File: src/rtl/rv_mdu_radix_pkg.sv
// ============================================================================
//  Module   : rv_mdu_radix_pkg
//  Purpose  : Shared types and constants for the radix multiply/divide unit:
//             FSM state encoding, RISC-V M funct3 op codes, operand
//             signedness helpers.
//  Revision : 1.0 - initial release
// ============================================================================
`default_nettype none

package rv_mdu_radix_pkg;

    // Sequencer states of the multiply/divide unit
    typedef enum logic [1:0] {
        IDLE  = 2'd0,
        CALC  = 2'd1,
        FIXUP = 2'd2,
        DONE  = 2'd3
    } mdu_state_t;

    // RISC-V M extension funct3 encodings
    localparam logic [2:0] c_F3_MUL    = 3'b000;
    localparam logic [2:0] c_F3_MULH   = 3'b001;
    localparam logic [2:0] c_F3_MULHSU = 3'b010;
    localparam logic [2:0] c_F3_MULHU  = 3'b011;
    localparam logic [2:0] c_F3_DIV    = 3'b100;
    localparam logic [2:0] c_F3_DIVU   = 3'b101;
    localparam logic [2:0] c_F3_REM    = 3'b110;
    localparam logic [2:0] c_F3_REMU   = 3'b111;

    // rs1 is treated as two's complement for these ops
    function automatic logic op1_is_signed(input logic [2:0] f3);
        return (f3 == c_F3_MULH) || (f3 == c_F3_MULHSU) ||
               (f3 == c_F3_DIV)  || (f3 == c_F3_REM);
    endfunction

    // rs2 is treated as two's complement for these ops (MULHSU: rs2 unsigned)
    function automatic logic op2_is_signed(input logic [2:0] f3);
        return (f3 == c_F3_MULH) || (f3 == c_F3_DIV) || (f3 == c_F3_REM);
    endfunction

endpackage

`default_nettype wire

File: src/rtl/rv_mdu_step.sv
// ============================================================================
//  Module   : rv_mdu_step
//  Purpose  : Combinational single-iteration datapath of the MDU. Multiply
//             retires MUL_STEP_BITS multiplier bits into the {hi,lo} product
//             register pair; divide performs one radix-2 restoring step with
//             hi = partial remainder and lo = dividend/quotient shifter.
//  Config   : RV_MDU_DIV_EN - when undefined the restoring divider is not
//             built and the step always performs a multiply iteration.
//  Revision : 1.0 - initial release
// ============================================================================
`default_nettype none

module rv_mdu_step #(
    parameter int XLEN          = 32,
    parameter int MUL_STEP_BITS = 2
) (
    input  logic            i_div,
    input  logic [XLEN-1:0] i_hi,
    input  logic [XLEN-1:0] i_lo,
    input  logic [XLEN-1:0] i_b,
    output logic [XLEN-1:0] o_hi,
    output logic [XLEN-1:0] o_lo
);

    localparam int c_sum_w = XLEN + MUL_STEP_BITS;

    logic [c_sum_w-1:0] w_sum;
    logic [XLEN-1:0]    w_mul_hi;
    logic [XLEN-1:0]    w_mul_lo;

    // Accumulate one partial product per retired multiplier bit; the upper
    // half never exceeds the multiplicand, so c_sum_w bits cannot overflow
    always_comb begin
        w_sum = {{MUL_STEP_BITS{1'b0}}, i_hi};
        for (int i = 0; i < MUL_STEP_BITS; i++) begin
            if (i_lo[i]) begin
                w_sum = w_sum + (c_sum_w'(i_b) << i);
            end
        end
    end

    // Shift the whole {sum, lo} product right by the retired bit count
    assign w_mul_hi = w_sum[c_sum_w-1:MUL_STEP_BITS];
    assign w_mul_lo = {w_sum[MUL_STEP_BITS-1:0], i_lo[XLEN-1:MUL_STEP_BITS]};

`ifdef RV_MDU_DIV_EN
    logic [XLEN:0]   w_shift;
    logic [XLEN:0]   w_trial;
    logic            w_qbit;
    logic [XLEN-1:0] w_div_hi;
    logic [XLEN-1:0] w_div_lo;

    // Restoring step: try subtracting the divisor from the shifted remainder
    always_comb begin
        w_shift  = {i_hi, i_lo[XLEN-1]};
        w_trial  = w_shift - {1'b0, i_b};
        w_qbit   = ~w_trial[XLEN];
        w_div_hi = w_qbit ? w_trial[XLEN-1:0] : w_shift[XLEN-1:0];
        w_div_lo = {i_lo[XLEN-2:0], w_qbit};
    end

    assign o_hi = i_div ? w_div_hi : w_mul_hi;
    assign o_lo = i_div ? w_div_lo : w_mul_lo;
`else
    logic w_unused_div;
    assign w_unused_div = i_div;
    assign o_hi = w_mul_hi;
    assign o_lo = w_mul_lo;
`endif

endmodule

`default_nettype wire

File: src/rtl/rv_mdu_radix.sv
// ============================================================================
//  Module   : rv_mdu_radix
//  Purpose  : Iterative RISC-V M-extension unit. Shift-add multiply retiring
//             MUL_STEP_BITS bits per cycle, radix-2 restoring divide, sign
//             fix-up cycle, valid/ready request and result handshakes.
//  Config   : RV_MDU_DIV_EN - defined: full M set. Undefined: divide/rem ops
//             are accepted and complete after one cycle with result 0.
//  Revision : 1.0 - initial release
// ============================================================================
`default_nettype none

module rv_mdu_radix #(
    parameter int XLEN          = 32,
    parameter int MUL_STEP_BITS = 2
) (
    input  logic            i_clk,
    input  logic            i_reset,
    input  logic            i_flush,
    input  logic            i_valid,
    output logic            o_ready,
    input  logic [2:0]      i_funct3,
    input  logic [XLEN-1:0] i_op1,
    input  logic [XLEN-1:0] i_op2,
    input  logic [4:0]      i_rd,
    output logic            o_valid,
    input  logic            i_res_ready,
    output logic [XLEN-1:0] o_result,
    output logic [4:0]      o_rd
);

    import rv_mdu_radix_pkg::*;

    localparam int c_cnt_w = $clog2(XLEN);
    localparam logic [c_cnt_w-1:0] c_mul_last = c_cnt_w'(XLEN / MUL_STEP_BITS - 1);
    localparam logic [c_cnt_w-1:0] c_div_last = c_cnt_w'(XLEN - 1);

    mdu_state_t         r_state;
    mdu_state_t         w_next;
    logic [c_cnt_w-1:0] r_cnt;
    logic [XLEN-1:0]    r_hi;
    logic [XLEN-1:0]    r_lo;
    logic [XLEN-1:0]    r_b;
    logic [XLEN-1:0]    r_result;
    logic [2:0]         r_funct3;
    logic [4:0]         r_rd;
    logic               r_neg;

    logic               w_accept;
    logic               w_special;
    logic [XLEN-1:0]    w_special_res;
    logic               w_op1_sgn;
    logic               w_op2_sgn;
    logic [XLEN-1:0]    w_abs1;
    logic [XLEN-1:0]    w_abs2;
    logic               w_last;
    logic [XLEN-1:0]    w_step_hi;
    logic [XLEN-1:0]    w_step_lo;
    logic [2*XLEN-1:0]  w_prod;
    logic [XLEN-1:0]    w_fix_res;

    // Operand magnitudes and signs for the requested op
    assign w_op1_sgn = op1_is_signed(i_funct3) & i_op1[XLEN-1];
    assign w_op2_sgn = op2_is_signed(i_funct3) & i_op2[XLEN-1];
    assign w_abs1    = w_op1_sgn ? -i_op1 : i_op1;
    assign w_abs2    = w_op2_sgn ? -i_op2 : i_op2;
    assign w_accept  = (r_state == IDLE) && i_valid && !i_flush;
    assign w_last    = (r_cnt == (r_funct3[2] ? c_div_last : c_mul_last));

`ifdef RV_MDU_DIV_EN
    localparam logic [XLEN-1:0] c_most_neg = {1'b1, {(XLEN-1){1'b0}}};
    logic r_rem_neg;

    // Divide-by-zero and signed-overflow results bypass the iteration
    always_comb begin
        w_special     = 1'b0;
        w_special_res = '0;
        if (i_funct3[2]) begin
            if (i_op2 == '0) begin
                w_special     = 1'b1;
                w_special_res = i_funct3[1] ? i_op1 : '1;
            end else if (!i_funct3[0] && (i_op1 == c_most_neg) && (i_op2 == '1)) begin
                w_special     = 1'b1;
                w_special_res = i_funct3[1] ? '0 : i_op1;
            end
        end
    end
`else
    // Without a divider every divide/rem op completes at once with zero
    always_comb begin
        w_special     = i_funct3[2];
        w_special_res = '0;
    end
`endif

    rv_mdu_step #(
        .XLEN          (XLEN),
        .MUL_STEP_BITS (MUL_STEP_BITS)
    ) u_step (
        .i_div (r_funct3[2]),
        .i_hi  (r_hi),
        .i_lo  (r_lo),
        .i_b   (r_b),
        .o_hi  (w_step_hi),
        .o_lo  (w_step_lo)
    );

    // Apply result signs and select the architectural result
    always_comb begin
        w_prod    = {r_hi, r_lo};
        w_fix_res = '0;
        if (r_neg) begin
            w_prod = -w_prod;
        end
        case (r_funct3)
            c_F3_MUL:                          w_fix_res = w_prod[XLEN-1:0];
            c_F3_MULH, c_F3_MULHSU, c_F3_MULHU: w_fix_res = w_prod[2*XLEN-1:XLEN];
`ifdef RV_MDU_DIV_EN
            c_F3_DIV, c_F3_DIVU:               w_fix_res = r_neg ? -r_lo : r_lo;
            c_F3_REM, c_F3_REMU:               w_fix_res = r_rem_neg ? -r_hi : r_hi;
`endif
            default:                           w_fix_res = '0;
        endcase
    end

    // State register
    always_ff @(posedge i_clk) begin
        if (i_reset) begin
            r_state <= IDLE;
        end else begin
            r_state <= w_next;
        end
    end

    // Next-state and handshake outputs; flush returns to IDLE from anywhere
    always_comb begin
        w_next  = r_state;
        o_ready = 1'b0;
        o_valid = 1'b0;
        case (r_state)
            IDLE: begin
                o_ready = 1'b1;
                if (i_valid) begin
                    w_next = w_special ? DONE : CALC;
                end
            end
            CALC: begin
                if (w_last) begin
                    w_next = FIXUP;
                end
            end
            FIXUP: begin
                w_next = DONE;
            end
            DONE: begin
                o_valid = 1'b1;
                if (i_res_ready) begin
                    w_next = IDLE;
                end
            end
            default: w_next = IDLE;
        endcase
        if (i_flush) begin
            w_next = IDLE;
        end
    end

    // Operand capture, iteration registers and result register
    always_ff @(posedge i_clk) begin
        if (i_reset) begin
            r_cnt    <= '0;
            r_hi     <= '0;
            r_lo     <= '0;
            r_b      <= '0;
            r_result <= '0;
            r_funct3 <= '0;
            r_rd     <= '0;
            r_neg    <= 1'b0;
        end else if (w_accept) begin
            r_cnt    <= '0;
            r_funct3 <= i_funct3;
            r_rd     <= i_rd;
            r_neg    <= w_op1_sgn ^ w_op2_sgn;
            r_hi     <= '0;
            // Divide shifts the dividend through lo; multiply shifts the multiplier
            r_lo     <= i_funct3[2] ? w_abs1 : w_abs2;
            r_b      <= i_funct3[2] ? w_abs2 : w_abs1;
            if (w_special) begin
                r_result <= w_special_res;
            end
        end else if ((r_state == CALC) && !i_flush) begin
            r_hi  <= w_step_hi;
            r_lo  <= w_step_lo;
            r_cnt <= r_cnt + 1'b1;
        end else if ((r_state == FIXUP) && !i_flush) begin
            r_result <= w_fix_res;
        end
    end

`ifdef RV_MDU_DIV_EN
    // Remainder takes the dividend's sign
    always_ff @(posedge i_clk) begin
        if (i_reset) begin
            r_rem_neg <= 1'b0;
        end else if (w_accept) begin
            r_rem_neg <= w_op1_sgn;
        end
    end
`endif

    assign o_result = r_result;
    assign o_rd     = r_rd;

endmodule

`default_nettype wire

File: config.mk
export PLATFORM = sky130hd
export DESIGN_NAME = rv_mdu_radix
export DESIGN_NICKNAME = d
export VERILOG_FILES = /design/src/rtl/rv_mdu_radix_pkg.sv /design/src/rtl/rv_mdu_step.sv /design/src/rtl/rv_mdu_radix.sv
export SDC_FILE = /design/constraint.sdc
export NUM_CORES = 1
export LEC_CHECK = 0
export CORE_ASPECT_RATIO = 1.75
export CORE_MARGIN = 1.5
export CORE_UTILIZATION = 43
export DETAILED_ROUTE_END_ITERATION = 12
export HOLD_SLACK_MARGIN = 0.08
export MAX_ROUTING_LAYER = met4
export PLACE_DENSITY_LB_ADDON = 0.12
export SLEW_MARGIN = 0
export SYNTH_ARGS = -nofsm -noshare
export SYNTH_HDL_FRONTEND = slang
export SYNTH_SLANG_ARGS = --single-unit
File: constraint.sdc
create_clock -name i_clk -period 5.2 [get_ports i_clk]
set_input_delay 0.78 -clock i_clk [delete_from_list [all_inputs] [get_ports i_clk]]
set_output_delay 0.78 -clock i_clk [all_outputs]
set_load 0.02 [all_outputs]
==> results of run 1 <==
## through the flow
stage	hold WS, ps	cells	setup WS (ps)	power (µW)
after floorplan	452.9	1732	1050	1881
after global placement	430.9	2150	417.4	2216
after detailed placement	439.0	2150	359.7	2216
after CTS	449.7	2180	344.8	3483
after global routing	461.8	2180	46.64	3621
final	446.3	2180	320.5	3485
## state kept, by name, summed over array words and instances, names as in the netlist
| name | flops |
|---|---|
| r_funct3 | 3 |
| r_hi | 32 |
| r_lo | 32 |
| r_cnt | 5 |
| r_b | 32 |
| r_state | 2 |
| o_rd | 5 |
| o_result | 32 |
| r_neg | 1 |
## path summary, 6_finish.rpt
check,end,slack (ps),depth (start not counted)
worst max-delay path,r_hi[29],320,19
worst min-delay path,o_result[10],450,2
worst max register to register,r_hi[29],320,19
worst min register to register,o_result[10],450,2
## layer usage
layer / wire (µm) / vias up / track usage / share of wire
li1: - / 6464 / - / -
met1: 18660 / 6336 / 0.3410 / 0.40
met2: 24270 / 411 / 0.5588 / 0.52
met3: 1842 / 98 / 0.02953 / 0.039
met4: 2020 / 0 / 0.1440 / 0.043
met5: 0 / - / - / 0
## Yosys cell counts, types with 29 or more instances
cell      instances  area, µm²
o21ai_0         107      535.5
xor2_1          103      902.1
inv_1            37      138.9
dfxtp_1         144       2883
o31ai_1          36      270.3
nand2_1         232      870.8
nor2_1          144      540.5
nand3_1          31      155.2
mux2i_1          38      380.4
a21oi_1         157      785.8
a31oi_1          29      181.4
ha_1             72      900.9
xnor2_1          74      648.1
nor3_1           31      155.2
clkbuf_1         94      352.8
## worst reg2reg max path, cell delays in order (launching register included)
cell and delay, ps:
dfxtp_1 410, ha_1 220, inv_1 70, fa_1 430, nor2b_1 210, o31ai_2 120
a211o_1 310, nand3_1 160, a311oi_1 120, buf_4 180, xnor2_1 110, mux2_2 290
ha_1 380, a21oi_1 270, o21ai_0 200, o31ai_1 410, a41oi_1 280, a31oi_1 260
xor2_1 90, a211oi_1 260
## power groups by stage
stage                     Combinational (µW)  Clock [µW]  Sequential [µW]
after floorplan                          647           0             1230
after global placement                   960           0             1260
after detailed placement                 958           0             1260
after CTS                                965        1280             1230
after global routing                    1060        1320             1240
final                                    976        1270             1240
## final cells by class
class,count,share of cell area
Multi-Input combinational cell,1445,0.6349
Tap cell,382,0.03214
Clock buffer,20,0.03004
Inverter,37,0.009339
Timing Repair Buffer,142,0.09036
Clock inverter,10,0.009255
Sequential cell,144,0.1940
## cells by family (layout without fill, tap and decap cells)
| logic type | count (synthesis) | after routing | share of synthesized area |
|---|---|---|---|
| AOI/OAI and AO/OA | 554 | 554 | 0.2800 |
| DFF | 144 | 144 | 0.2246 |
| muxes | 58 | 58 | 0.04718 |
| and+or+nand+nor | 582 | 582 | 0.2120 |
| xor gates and xnor gates | 177 | 177 | 0.1208 |
| adders and majority gates | 74 | 74 | 0.07331 |
| buffers and inverters | 143 | 209 | 0.04211 |
==> summary.md, run 1 <==
| Metric | Value |
|---|---|
| Register area | `around 2900 µm²` |
| Slew Viols, Final | `0` |
| Chip Width | `133.6 µm` |
| Startpoint Class | `flop` |
| Wirelength per Cell | `21.46 µm` |
| WL final | `between 40 and 50 mm` |
| Count of input and output buffers | `115` |
| CORE AREA | `29390 µm²` |
| Final #Nets | `1938` |
| Die height | `231.6 µm` |
| Part of the Yosys area used for sequential elements | `0.2246` |
| Fmax | `approximately 200 MHz` |
| Multi-input logic area | `9442 µm²` |
| Initial Utilization | `0.4367` |
| CTS root buf | `clkbuf_16` |
| Hold path start | `o_result[10]` |
| Worst Hold Class | `flop to flop` |
| Leak pwr | `0.005695 µW` |
| Final HPWL DP | `36.38 mm` |
| Status | `completed` |
| Crit end category | `flop` |
| DP Area | `14280 µm²` |
| Final core occ | `0.5060` |
| Reg-to-reg startpoint | `r_hi[0]` |
| Origin of the worst setup path | `r_hi[0]` |
| Critical path type | `flop to flop` |
| Via count | `13310` |
| Post-synth EDFFs | `0` |
| Initial antenna violation count | `0` |
| CTS tree | `done` |
| Design Area, Final | `14870 µm²` |
| Post-CTS Hold Fix Bufs | `0` |
| Crit share post-route | `0.9384` |
| Syn nets | `1883` |
| Main synth FF type | `dfxtp_1` |
| Final hold vios | `0` |
| Clk network pwr share | `0.365` |
| Max stage delay on crit path | `~430 ps` |
| Vias in the first global route | `12970` |
| Largest net degree at the start of global routing | `between 70 and 80` |
| Tmin final | `4879 ps` |
| Clock buffer depth | `2` |
| DRT iter0 DRCs | `908` |
| Mapped Area | `roughly 13000 µm²` |
| Delay-heaviest family, CP | `compound AO/OA/AOI/OAI gates` |
| Placer Congestion | `1.046` |
| Data required time of the worst path | `roughly 5600 ps` |
| Die Footprint | `30940 µm²` |
| Vias per cell | `6.105` |
| Switching power | `1195 µW` |
| Skew final | `8.555 ps` |
| Asr flop ratio synth | `0` |
| Setup TNS | `0 ps` |
| Worst vdd ir | `0.2239 mV` |
| Max cap viols | `0` |
| Worst path bufs/invs | `2` |
| Remaining antenna violation count after routing | `0` |
| Crit-path cells | `ha_1 > inv_1 > fa_1 > nor2b_1 > o31ai_2 > a211o_1 > nand3_1 > a311oi_1 > buf_4 > xnor2_1 > mux2_2 > ha_1 > a21oi_1 > o21ai_0 > o31ai_1 > a41oi_1 > a31oi_1 > xor2_1 > a211oi_1` |
| Resized Gates After CTS | `0` |
| Critical-path maximum fanout | `7` |
| Ports | `~120` |
| P_int | `approximately 2300 µW` |
| FILL cells | `~3000` |
| Netlist cell types | `72` |
| Pwr dens | `roughly 230 nW/µm²` |
| Clk Latency, worst-skew pair | `450 ps` |
| First drt pass iteration count | `5` |
| Most common cell after layout, fill and taps aside | `nand2_1` |
| Mean Syn Cell Area | `between 7 and 8 µm²` |
| DRC Markers | `0` |
| Final setup viols | `0` |
| Share of cells above drive strength 1 | `0.06396` |
| GR Overflow Total | `0` |
| ANT cells | `0` |
| CP max-delay cell | `fa_1` |
| Post-Syn Instances | `about 1700` |
| Post-CTS setup buffers | `0` |
| Unrepaired setup endpoints after global routing | `false` |
| First-pass GRT wire length | `71.93 mm` |
| Sequential share of power | `0.355` |
| Area growth syn-to-layout | `15.87%` |
| Most frequent cells in the layout | `nand2_1 (232), a21oi_1 (157), nor2_1 (142), dfxtp_1 (142), clkdlybuf4s50_1 (113)` |
| Yosys warnings | `0` |
| CTS H-tree lvls | `4` |
| Row count | `between 80 and 90` |
| Sw frac | `0.3427` |
| Crit path arrival time | `5230 ps` |
| Clock sinks | `144` |
| GRT Total Usage | `0.3098` |
| CTS clock-pin slew for the worst setup and hold paths | `around 60 ps` |
| Rel. slew slack | `0.4501` |
| Register bit total from synthesis | `around 140` |
| Most used cell, CP | `ha_1` |
| Total CTS buffers | `17` |
| Combinational share of power | `0.280` |
| Worst-Margin Slew | `between 800 and 900 ps` |
Note: power is estimated with default switching activity, not from simulation.
==> inputs of run 2 (changes only) <==
PLACE_DENSITY = 0.65   (was not set)
PLACE_DENSITY_LB_ADDON = not set   (was 0.12)
REMOVE_ABC_BUFFERS = 1   (was not set)
==> run 2 against run 1 <==
Effect of this change: first-iteration DRC count rose by 5.6%; sequential power barely moved; cell area rose by 0.63%; clock-buffer cell count rose by 3; register-to-register slack got worse by 70 ps; sequential cell count did not move; routed wire length rose by 1.3%; die area did not move; sequential share of layout area fell by 0.12 points; largest power group unchanged.
==> summary.md, run 2 (synthesis gave the netlist of run 1 again) <==
| Metric | Value |
|---|---|
| Status | `completed (unchanged)` |
| CORE AREA | `29390 µm² (unchanged)` |
| WL final | `47.41 mm (was 46.79 mm)` |
| CTS H-tree lvls | `4 (unchanged)` |
| DRT iter0 DRCs | `959 (was 908)` |
| Crit share post-route | `0.9517 (was 0.9384)` |
| Largest net degree at the start of global routing | `70 (was 73)` |
| Fmax | `202.1 MHz (was 204.9 MHz)` |
| Clock sinks | `144 (unchanged)` |
| CTS tree | `done (unchanged)` |
| Sequential share of power | `0.347 (was 0.355)` |
| Design Area, Final | `14970 µm² (was 14870 µm²)` |
| Ports | `116 (unchanged)` |
| Final setup viols | `0 (unchanged)` |
| Critical-path maximum fanout | `7 (unchanged)` |
| Switching power | `1192 µW (was 1195 µW)` |
| Worst vdd ir | `0.2451 mV (was 0.2239 mV)` |
| Total power | `3600 µW (was 3485 µW)` |
| GRT Max-Usage Layer | `met2 (unchanged)` |
| Via count | `13530 (was 13310)` |
| Data required time of the worst path | `5540 ps (was 5550 ps)` |
| Initial Utilization | `0.4367 (unchanged)` |
| CTS clock-pin slew for the worst setup and hold paths | `60 ps (about the same)` |
| Clk network pwr share | `0.386 (was 0.365)` |
| Worst Hold Class | `flop to flop (unchanged)` |
| Wirelength per Cell | `21.70 µm (was 21.46 µm)` |
| First drt pass iteration count | `8 (was 5)` |
| Final hold vios | `0 (unchanged)` |
| Slew Viols, Final | `0 (unchanged)` |
| Count of input and output buffers | `115 (unchanged)` |
| Die height | `231.6 µm (unchanged)` |
| Placer Congestion | `1.009 (was 1.046)` |
| DRC Markers | `0 (unchanged)` |
| Die Footprint | `30940 µm² (unchanged)` |
| DP Area | `14300 µm² (was 14280 µm²)` |
| Most frequent cells in the layout | `nand2_1 (232), a21oi_1 (157), nor2_1 (142), dfxtp_1 (142), clkdlybuf4s50_1 (113) (unchanged)` |
| Critical path type | `flop to flop (unchanged)` |
| Remaining antenna violation count after routing | `0 (unchanged)` |
| Share of cells above drive strength 1 | `0.06600 (was 0.06396)` |
| Worst-Margin Slew | `885.9 ps (was 824.8 ps)` |
| Final HPWL DP | `37.09 mm (was 36.38 mm)` |
| Initial antenna violation count | `1 (was 0)` |
| Row count | `83 (unchanged)` |
| ANT cells | `0 (unchanged)` |
| CP max-delay cell | `dfxtp_1 (was fa_1)` |
| Post-CTS setup buffers | `0 (unchanged)` |
| Clk Latency, worst-skew pair | `450 ps (about the same)` |
| Chip Width | `133.6 µm (unchanged)` |
| GR Layer Usage met3 | `0.03128 (was 0.02953)` |
| Max cap viols | `0 (unchanged)` |
| First-pass GRT wire length | `72.54 mm (was 71.93 mm)` |
| Clock buffer depth | `2 (unchanged)` |
| Vias in the first global route | `13230 (was 12970)` |
| Sw frac | `0.3311 (was 0.3427)` |
| P_int | `2408 µW (was 2291 µW)` |
| Tmin final | `4949 ps (was 4879 ps)` |
| Startpoint Class | `flop (unchanged)` |
| Final #Nets | `1941 (was 1938)` |
| Vias per cell | `6.190 (was 6.105)` |
| GR Overflow Total | `0 (unchanged)` |
| Pwr dens | `240.5 nW/µm² (was 234.4 nW/µm²)` |
| Most common cell after layout, fill and taps aside | `nand2_1 (unchanged)` |
| Max stage delay on crit path | `420 ps (was 430 ps)` |
| Crit path arrival time | `5290 ps (was 5230 ps)` |
| Rel. slew slack | `0.4040 (was 0.4501)` |
| GR Util met1 | `0.3261 (was 0.3410)` |
| Combinational share of power | `0.267 (was 0.280)` |
| GRT Total Usage | `0.3127 (was 0.3098)` |
| Hold WS | `455.9 ps (was 446.3 ps)` |
| Area growth syn-to-layout | `16.60% (was 15.87%)` |
| Leak pwr | `0.005732 µW (was 0.005695 µW)` |
| Crit-path cells | `ha_1 > inv_1 > fa_1 > nor2b_1 > o31ai_2 > a211o_1 > nand3_1 > a311oi_1 > buf_4 > o22ai_1 > mux2_2 > nor2_1 > inv_1 > ha_1 > a21o_1 > a21o_1 > a21oi_1 > nor2b_1 > a41oi_2 > xnor2_1 > a211oi_1 > o31a_1 (was ha_1 > inv_1 > fa_1 > nor2b_1 > o31ai_2 > a211o_1 > nand3_1 > a311oi_1 > buf_4 > xnor2_1 > mux2_2 > ha_1 > a21oi_1 > o21ai_0 > o31ai_1 > a41oi_1 > a31oi_1 > xor2_1 > a211oi_1)` |
| Total CTS buffers | `17 (unchanged)` |
| CTS root buf | `clkbuf_16 (unchanged)` |
| GR Layer Usage met2 | `0.5536 (was 0.5588)` |
| Skew final | `11.72 ps (was 8.555 ps)` |
| Crit end category | `flop (unchanged)` |
## run 2: cell types whose count changed in the layout (fill, tap and decap cells not counted), moves of 2 or more
cell	previous run	this run
buf_4	27	30
clkinv_2	3	1
bufinv_16	3	5
clkbuf_1	2	4
## run 2: layout make-up
class / count / area, µm²
fillers: 2890 / 14420
multi-input cells: 1445 / 9449
flip-flops and latches: 144 / 2885
repair buffers: 145 / 1366
well taps: 382 / 478.0
clock buffers: 23 / 467.9
clock inverters: 9 / 180.2
inverters: 37 / 138.9
## run 2: timing repair
| action | 4_1_cts | 5_1_grt |
|---|---|---|
| setup endpoints to repair | 0 | 6 |
| gates resized for setup | 0 | 3 |
| hold buffers | 0 | 0 |
## run 2: path summary, 6_finish.rpt
kind | slack, ps | cells past startpoint | startpoint | end
min reg2reg | 460 | 2 | o_rd[0] | o_rd[0]
max | 250 | 22 | r_hi[0] | r_hi[27]
min | 460 | 2 | o_rd[0] | o_rd[0]
max reg2reg | 250 | 22 | r_hi[0] | r_hi[27]
## run 2: critical path, delay by kind of cell (launching register included)
family / cells / cell delay, ps
AO/OA/AOI/OAI: 10 / 1790
buffers and inverters: 3 / 310
flip-flops: 1 / 420
adder cells (fa/ha/maj): 3 / 1020
multiplexers: 1 / 370
AND/OR/NAND/NOR: 4 / 700
XOR/XNOR: 1 / 220
## run 2: power by group through the flow
stage / Sequential [µW] / Combinational [µW] / Clock (µW)
global placement: 1270 / 934 / 0
floorplan: 1260 / 596 / 0
global route: 1250 / 1040 / 1440
detailed placement: 1270 / 938 / 0
finish: 1250 / 961 / 1390
CTS: 1240 / 946 / 1400
## run 2: metrics by stage
| step | setup TNS, ps | std cells | utilization | worst slack, ps |
|---|---|---|---|---|
| after floorplan | 0 | 1626 | - | 399.3 |
| after global placement | 0 | 2153 | 0.4866 | 369.7 |
| after detailed placement | 0 | 2153 | 0.4866 | 223.2 |
| after CTS | 0 | 2185 | 0.5086 | 205.4 |
| after global routing | -8.844 | 2185 | 0.5092 | -4.838 |
| final | 0 | 2185 | 0.5092 | 251.4 |
## run 2: metal layers
metal | share of wire | up-vias | wire (µm)
met5 | 0 | - | 0
met4 | 0.072 | 0 | 3419
met3 | 0.042 | 177 | 1975
met2 | 0.51 | 492 | 24040
met1 | 0.38 | 6390 | 17970
li1 | - | 6466 | -
